<file path="config.mk">
export PLATFORM = sky130hd
export DESIGN_NAME = tmul_uni_mc_flat
export DESIGN_NICKNAME = d
export VERILOG_FILES = /design/src/rtl/tmul_pkg.sv /design/src/rtl/tmul_uni_mc_if.sv /design/src/rtl/tmul_uni_lane.sv /design/src/rtl/tmul_uni_mc.sv /design/src/flat_wrapper.sv
export SDC_FILE = /design/constraint.sdc
export NUM_CORES = 1
export LEC_CHECK = 0
export ABC_AREA = 1
export BUFFER_PORTS_ARGS = -buffer_cell sky130_fd_sc_hd__clkbuf_2
export CORE_MARGIN = 4
export CORE_UTILIZATION = 56
export DETAILED_ROUTE_END_ITERATION = 12
export PLACE_DENSITY = 0.81
export SYNTH_ARGS = -nofsm -noshare
export SYNTH_HDL_FRONTEND = slang
export SYNTH_HIERARCHICAL = 1
export SYNTH_SLANG_ARGS = --single-unit
</file>
<file path="constraint.sdc">
create_clock -name clk -period 1.8 [get_ports clk]
set_input_delay 0.18 -clock clk [delete_from_list [all_inputs] [get_ports clk]]
set_output_delay 0.18 -clock clk [all_outputs]
set_load 0.1 [all_outputs]
</file>
<file path="src/rtl/tmul_pkg.sv">
// Shared types and helpers for the multi-channel temporal-unary multiplier.
package tmul_pkg;

  typedef enum logic [1:0] {
    IDLE = 2'd0,
    RUN  = 2'd1,
    DONE = 2'd2
  } state_t;

  localparam int unsigned DEF_WIDTH = 8;
  localparam int unsigned DEF_CH    = 4;

  function automatic int unsigned lane_lsb(input int unsigned lane, input int unsigned width);
    return lane * width;
  endfunction

endpackage

</file>
<file path="src/rtl/tmul_uni_mc_if.sv">
// Handshake/bus bundle for tmul_uni_mc; oCnt exists only with TMUL_OUT_CNT_EN defined.
interface tmul_uni_mc_if
  import tmul_pkg::*;
#(
  parameter int unsigned WIDTH = DEF_WIDTH,
  parameter int unsigned CH    = DEF_CH
);
  logic [WIDTH-1:0]    iA;
  logic                iA_valid;
  logic                iA_ready;
  logic [CH*WIDTH-1:0] iB;
  logic                loadB;
  logic [WIDTH-1:0]    sobolSeq;
  logic [CH-1:0]       oC;
  logic                busy;
  logic                done;
`ifdef TMUL_OUT_CNT_EN
  logic [CH*WIDTH-1:0] oCnt;
`endif

  modport master (
    output iA, iA_valid, iB, loadB, sobolSeq,
`ifdef TMUL_OUT_CNT_EN
    input  oCnt,
`endif
    input  iA_ready, oC, busy, done
  );

  modport slave (
    input  iA, iA_valid, iB, loadB, sobolSeq,
`ifdef TMUL_OUT_CNT_EN
    output oCnt,
`endif
    output iA_ready, oC, busy, done
  );

endinterface

</file>
<file path="src/rtl/tmul_uni_lane.sv">
// One channel: frozen B operand, strict compare against the shared Sobol value,
// optional ones-counter (TMUL_OUT_CNT_EN).
module tmul_uni_lane
  import tmul_pkg::*;
#(
  parameter int unsigned WIDTH = DEF_WIDTH
) (
  input  logic             clk,
  input  logic             rst,
  input  logic             load,
  input  logic [WIDTH-1:0] b,
  input  logic             run,
  input  logic [WIDTH-1:0] sobol,
`ifdef TMUL_OUT_CNT_EN
  input  logic             clear,
  output logic [WIDTH-1:0] ones,
`endif
  output logic             c
);

  logic [WIDTH-1:0] bbuf;

  always_ff @(posedge clk or posedge rst) begin
    if (rst) begin
      bbuf <= '0;
    end else if (load) begin
      bbuf <= b;
    end
  end

  always_comb begin
    c = run && (bbuf > sobol);
  end

`ifdef TMUL_OUT_CNT_EN
  // count never exceeds the window length, so no saturation is needed
  always_ff @(posedge clk or posedge rst) begin
    if (rst) begin
      ones <= '0;
    end else if (clear) begin
      ones <= '0;
    end else if (c) begin
      ones <= ones + WIDTH'(1);
    end
  end
`endif

endmodule

</file>
<file path="src/rtl/tmul_uni_mc.sv">
// Multi-channel temporal-unary multiplier: iA sets a window of RUN cycles gating CH
// rate-coded B streams. Optional per-channel ones-counters under TMUL_OUT_CNT_EN.
module tmul_uni_mc
  import tmul_pkg::*;
#(
  parameter int unsigned WIDTH = DEF_WIDTH,
  parameter int unsigned CH    = DEF_CH
) (
  input  logic         clk,
  input  logic         rst,
  tmul_uni_mc_if.slave bus
);

  state_t           state;
  logic [WIDTH-1:0] cnt;
  logic             busy_r;
  logic             done_r;
  logic             handshake;
  logic             load_en;
  logic             run;
  logic [CH-1:0]    c_vec;

  always_comb begin
    handshake = (state == IDLE) && bus.iA_valid;
    load_en   = bus.loadB && (state != RUN);
    run       = (state == RUN);
  end

  always_ff @(posedge clk or posedge rst) begin
    if (rst) begin
      state  <= IDLE;
      cnt    <= '0;
      busy_r <= 1'b0;
      done_r <= 1'b0;
    end else begin
      case (state)
        IDLE: begin
          if (bus.iA_valid) begin
            cnt <= bus.iA;
            if (bus.iA != '0) begin
              state  <= RUN;
              busy_r <= 1'b1;
            end else begin
              state  <= DONE;
              done_r <= 1'b1;
            end
          end
        end
        RUN: begin
          // stops at cnt==1, so an all-ones iA never wraps the counter
          cnt <= cnt - WIDTH'(1);
          if (cnt == WIDTH'(1)) begin
            state  <= DONE;
            busy_r <= 1'b0;
            done_r <= 1'b1;
          end
        end
        DONE: begin
          done_r <= 1'b0;
          state  <= IDLE;
        end
        default: begin
          state  <= IDLE;
          busy_r <= 1'b0;
          done_r <= 1'b0;
        end
      endcase
    end
  end

  assign bus.iA_ready = (state == IDLE);
  assign bus.busy     = busy_r;
  assign bus.done     = done_r;
  assign bus.oC       = c_vec;

`ifdef TMUL_OUT_CNT_EN
  logic [WIDTH-1:0] ones_arr [CH];

  always_comb begin
    bus.oCnt = '0;
    for (int unsigned k = 0; k < CH; k++) begin
      bus.oCnt[k*WIDTH +: WIDTH] = ones_arr[k];
    end
  end
`endif

  for (genvar k = 0; k < CH; k++) begin : g_lane
    localparam int unsigned LSB = lane_lsb(k, WIDTH);
    tmul_uni_lane #(.WIDTH(WIDTH)) u_lane (
      .clk   (clk),
      .rst   (rst),
      .load  (load_en),
      .b     (bus.iB[LSB +: WIDTH]),
      .run   (run),
      .sobol (bus.sobolSeq),
`ifdef TMUL_OUT_CNT_EN
      .clear (handshake),
      .ones  (ones_arr[k]),
`endif
      .c     (c_vec[k])
    );
  end

endmodule

</file>
<file path="src/flat_wrapper.sv">
// flat-port wrapper written by rule: the top's interface ports become plain ports
module tmul_uni_mc_flat import tmul_pkg::*;
#(
  parameter int unsigned WIDTH = DEF_WIDTH,
  parameter int unsigned CH    = DEF_CH
)
  (clk, rst, bus_iA, bus_iA_valid, bus_iB, bus_loadB, bus_sobolSeq, bus_iA_ready, bus_oC, bus_busy, bus_done);
  tmul_uni_mc_if #(.WIDTH(WIDTH), .CH(CH)) bus_i ();
  input  logic clk;
  input  logic rst;
  input wire logic [$bits(bus_i.iA)-1:0] bus_iA;
  input wire logic [$bits(bus_i.iA_valid)-1:0] bus_iA_valid;
  input wire logic [$bits(bus_i.iB)-1:0] bus_iB;
  input wire logic [$bits(bus_i.loadB)-1:0] bus_loadB;
  input wire logic [$bits(bus_i.sobolSeq)-1:0] bus_sobolSeq;
  output wire logic [$bits(bus_i.iA_ready)-1:0] bus_iA_ready;
  output wire logic [$bits(bus_i.oC)-1:0] bus_oC;
  output wire logic [$bits(bus_i.busy)-1:0] bus_busy;
  output wire logic [$bits(bus_i.done)-1:0] bus_done;
  assign bus_i.iA = bus_iA;
  assign bus_i.iA_valid = bus_iA_valid;
  assign bus_i.iB = bus_iB;
  assign bus_i.loadB = bus_loadB;
  assign bus_i.sobolSeq = bus_sobolSeq;
  assign bus_iA_ready = bus_i.iA_ready;
  assign bus_oC = bus_i.oC;
  assign bus_busy = bus_i.busy;
  assign bus_done = bus_i.done;
  tmul_uni_mc #(.WIDTH(WIDTH), .CH(CH)) u_core (.clk(clk), .rst(rst), .bus(bus_i));
endmodule
</file>
**Word-level counts from Yosys, hierarchy flattened**

Index checks and enable logic that the tools add are counted.
Widths: inputs -> output; s select.

- Register bits: 44
- Input port bits: 52
- Output and inout bits: 7
- Logic and storage cells: 48

- $add $sub $neg: 1
- Magnitude comparators: 4
- Equality and inequality tests: 8
- Multiplexer cells: 14
- Bitwise gates (word level): 1
- Reductions and logical operators: 12

Operators by type and width:

| kind | number |
|---|---|
| $gt 8x8->1 | 4 |
| $pmux 8 s2 | 1 |
| $eq 8x1->1 const B | 1 |
| $mux 8 | 1 |
| $reduce_bool 8->1 | 1 |
| $sub 8x1->8 const B | 1 |
| $mux 1 | 6 |
| $mux 2 | 3 |
| $ne 2x1->1 const B | 3 |
| $logic_and 1x1->1 | 5 |
| $ne 2x2->1 const B | 2 |
| $pmux 2 s2 | 1 |
| $reduce_and 2->1 | 2 |
| $reduce_and 4->1 | 1 |
| $pmux 1 s3 | 1 |
| $reduce_and 3->1 | 1 |
| $eq 2x1->1 const B | 1 |
| $eq 2x2->1 const B | 1 |
| $logic_not 2->1 | 1 |
| $pmux 1 s2 | 1 |
| $reduce_bool 2->1 | 1 |
| $not 1->1 | 1 |

**Depth between registers and ports, before layout**

- Word-level depth: 4
- Mapped depth: 9
- Mapped depth without buffers: 9

**Modules after synthesis**

The synthesis kept the hierarchy.

Modules (own cells, without submodules):

| module | times used | cells each | area each (sq um) | sequential area each (sq um) |
|---|---|---|---|---|
| tmul_uni_lane | 4 | 57 | 549.3 | 200.2 |
| tmul_uni_mc | 1 | 112 | 770.7 | 300.3 |

**Least setup slack after synthesis**

OpenSTA, ideal clock, no wires.

- Kind: register to output
- From: register u_core.g_lane[0].u_lane.bbuf[7]
- To: output port bus_oC[0]
- Arrival time: 2.344 ns
- Required time: 1.620 ns
- Slack: -0.724 ns
- Stages on the path, launching flop included: 6
- Path buffers: 0
- Path through: dfrtp_1 ha_1 nand2_1 nor2_1 nand2_1 a21oi_1

- Word-level cells in the longest chain between the ends: 2

RTL lines:

| what | RTL line | text |
|---|---|---|
| from (decl) | tmul_uni_lane.sv:21 | `logic [WIDTH-1:0] bbuf;` |
| from (signal assigned) | tmul_uni_lane.sv:25 | `bbuf <= '0;` |
| from (signal assigned) | tmul_uni_lane.sv:27 | `bbuf <= b;` |
| $gt 8x8->1 | tmul_uni_lane.sv:32 | `c = run && (bbuf > sobol);` |
| $logic_and 1x1->1 | tmul_uni_lane.sv:32 |  |
| to (decl) | flat_wrapper.sv:17 | `output wire logic [$bits(bus_i.oC)-1:0] bus_oC;` |

Every way passes these cells.

**Final worst setup path**

- From: register u_core.g_lane[3].u_lane.bbuf[5]
- To: output port bus_oC[3]

- Word-level cells in the longest chain between the ends: 2

RTL lines:

| what | RTL line |
|---|---|
| from (decl) | tmul_uni_lane.sv:21 |
| from (signal assigned) | tmul_uni_lane.sv:25 |
| from (signal assigned) | tmul_uni_lane.sv:27 |
| $gt 8x8->1 | tmul_uni_lane.sv:32 |
| $logic_and 1x1->1 | tmul_uni_lane.sv:32 |

Every way passes these cells.

==> flow_summary.yaml <==
outcome:
  status: "finished, violations left"
  violations: "negative setup slack"
synth:
  yosysSeqAreaShare_pct: 37.10
  synth_nets: 426
  syn_inst: 340
  synth_top_cells_by_count: "nand2_1 (76), inv_1 (59), dfrtp_1 (44)"
  ys_async_sr_fraction_pct: 100.0
  yosysMostFrequentCell: "nand2_1"
  synth-seq-cells: 44
  ys_warn_count: 6
  netlist_area_mm2: 0.002968
  synth_enable_flop_cells: 0
  ys_types: 22
  synth_area_leaders: "dfrtp_1 (37%), ha_1 (14%), mux2_4 (14%), nand2_1 (9.6%), inv_1 (7.5%)"
  yosys.area.top_type: "dfrtp_1"
  avgSynthCellArea_um2: 8.729
  synth_top_area_share_pct: 37.10
  synthFlopType: "dfrtp_1"
timing:
  worst_slack_ns: -0.08041
  tns_ns: -0.2832
  setup-violations-final: 4
  hold_ws_ns: 0.09735
  slew_headroom_pct: 64.10
  finalCritPeriodShare_pct: 104.5
  final-max-slew-violation-count: 0
  worst_slew_pin_slew_ns: 0.5409
  period_needed_ns: 1.880
  grt_setup_unrepaired: "true"
  finClkSkew_ns: 0.007222
  clock.fmax_ghz: 0.5318
  hold_violations: 0
clocking:
  insertion_delay_ns: 0.30
  htree_levels: 2
  cts.sinks: 44
  clockBufferDepth: 2
  cts_tree: "done"
  path_clk_slew_ns: 0.09
  cts_root_buf: "clkbuf_8"
  numCtsBuffers: 5
layout:
  drive_above_1_share_pct: 39.29
  utilization_pct: 77.39
  num-fill-cells: 308
  diodes: 0
  area_growth_pct: 33.18
  layout.cells.non_filler: 495
  layout.area.seq_mm2: 0.001101
  nets: 510
  multiInputGateArea_mm2: 0.001896
global_route:
  grt_pass1_wl_um: 11640
  overflow: 0
  antenna_found_initial: 0
  grt_pass1_vias: 2669
  grt_usage_pct: 23.25
  grt_max_degree: 19
min_path:
  min_path_type: "in -> reg"
die:
  rows: 26
  start_util_pct: 58.11
  die_w_um: 80.80
  ioPinCount: 59
  fp.dieH_um: 80.80
  design.die.area_mm2: 0.006529
  coreArea_mm2: 0.005107
flow_run:
  drv_cap: 0
detailed_routing:
  detail_route.wl_per_cell_um: 16.68
  viasPerCell: 5.398
  firstDrtPassIters: 4
  detail-route-antenna-nets: 0
  drtIter0Drc: 147
  wl_um: 8259
  drc: 0
  dr_total_vias: 2672
power:
  power_w: 0.002302
  internal-power_w: 0.001605
  p_per_area_mw_per_mm2: 582.4
  power_frac_seq_pct: 45.9
  pwr-share-comb_pct: 25.3
  peakVddDrop_uv: 296.7
  p_leak_nw: 2.129
  sw_frac_of_total_pct: 30.25
  switchingPower_w: 0.0006964
  power_frac_clock_pct: 28.8
critical_path:
  crit_path_max_fanout: 2
  r2r_setup_slack_ns: 0.11
  cp.required_ns: 1.62
  crit_path_end_kind: "output port"
  startpoint_type: "register"
  cp_data_arrival_time_ns: 1.70
  path_class: "reg -> out"
place:
  io_buffer_count: 58
  gp_congestion: 0.8973
  dp_cells: 467
  dp_hpwl_um: 5158
[per-layer routing]
metal  wire length [µm]  vias to the layer above  global-route usage, %
li1                   -                     1255                      -
met2               4162                       99                  42.69
met5                  0                        -                      0
met4                298                        0                  9.966
met3                538                       33                  4.656
met1               3260                     1285                  25.90
[worst paths after layout]
path	start	endpoint	cells past startpoint
min	bus_iB[16]	u_core/g_lane[2].u_lane/bbuf[0]	3
max	u_core/g_lane[3].u_lane/bbuf[5]	bus_oC[3]	6
max in group asynchronous	rst	u_core/state[1]	3
min reg2reg	u_core/bus.busy	u_core/bus.busy	2
max reg2reg	u_core/state[0]	u_core/g_lane[2].u_lane/bbuf[3]	6
min in group asynchronous	rst	u_core/g_lane[1].u_lane/bbuf[7]	3
[flip-flops by register name (all words and copies together) (netlist names)]
signal and flops:
u_core/cnt 8, u_core/bus.done 1, u_core/bus.busy 1, u_core/state 2
u_core/g_lane.u_lane/bbuf 32
[kinds of logic after synthesis]
family          synth area share (%)
simple gates                   16.86
buf+inv                        9.486
flops                          37.10
compound gates                 7.462
fa+ha+maj                      14.33
mux                            14.17
xor+xnor                      0.5903
[through the flow]
step           area [µm²]  setup slack [ns]
5_1_grt              3953           -0.1454
3_3_place_gp         3448            0.1949
2_1_floorplan        3013            0.1318
4_1_cts              3690          -0.01969
6_report             3953          -0.08041
3_5_place_dp         3448            0.1942
[placed cells by master, fill, tap and decap left out, drive strengths merged]
| cell type | synthesis | final |
|---|---|---|
| nand3 | 6 | 6 |
| o211ai | 1 | 1 |
| a21o | 4 | 4 |
| a21oi | 13 | 13 |
| clkinvlp | 0 | 1 |
| nand4 | 3 | 3 |
| clkbuf | 0 | 61 |
| nor2 | 41 | 41 |
| ha | 34 | 34 |
| xnor2 | 1 | 1 |
| nand2 | 76 | 76 |
| xor2 | 1 | 1 |
| dlygate4sd3 | 0 | 1 |
| a211oi | 1 | 1 |
| buf | 5 | 27 |
| mux2 | 28 | 28 |
| o21ai | 19 | 19 |
| o22ai | 2 | 2 |
| dfrtp | 44 | 44 |
| inv | 61 | 61 |
[worst max-delay path, cell delays in order, from the launching register on]
cell and delay [ns]:
dfrtp_1 0.43, ha_4 0.29, a21oi_1 0.08, nor2_1 0.16, nor2_2 0.08, a21oi_4 0.17
buf_12 0.19
[area by class of cell]
type / count / area share (%)
Multi-Input combinational cell: 230 / 47.96
Clock buffer: 7 / 2.184
Tap cell: 70 / 2.216
Inverter: 61 / 5.793
Timing Repair Buffer: 82 / 13.80
Clock inverter: 1 / 0.1899
Sequential cell: 44 / 27.86
[timing repair]
action                                  CTS  global route
endpoints found under the setup margin    4             4
pin swaps                                10            17
buffers inserted                          9            10
hold buffers                              1             0
endpoints found under the hold margin    44             0
gates resized for setup                  12            31
[power groups by stage]
stage          combinational [W]  clock (W)  sequential, W
4_1_cts                 0.000486   0.000675        0.00105
3_5_place_dp            0.000449          0        0.00107
2_1_floorplan           0.000288          0        0.00106
6_report                0.000581   0.000664        0.00106
3_3_place_gp            0.000432          0        0.00107
5_1_grt                 0.000624   0.000715        0.00106
No activity file was read; power rests on OpenSTA's default activity.
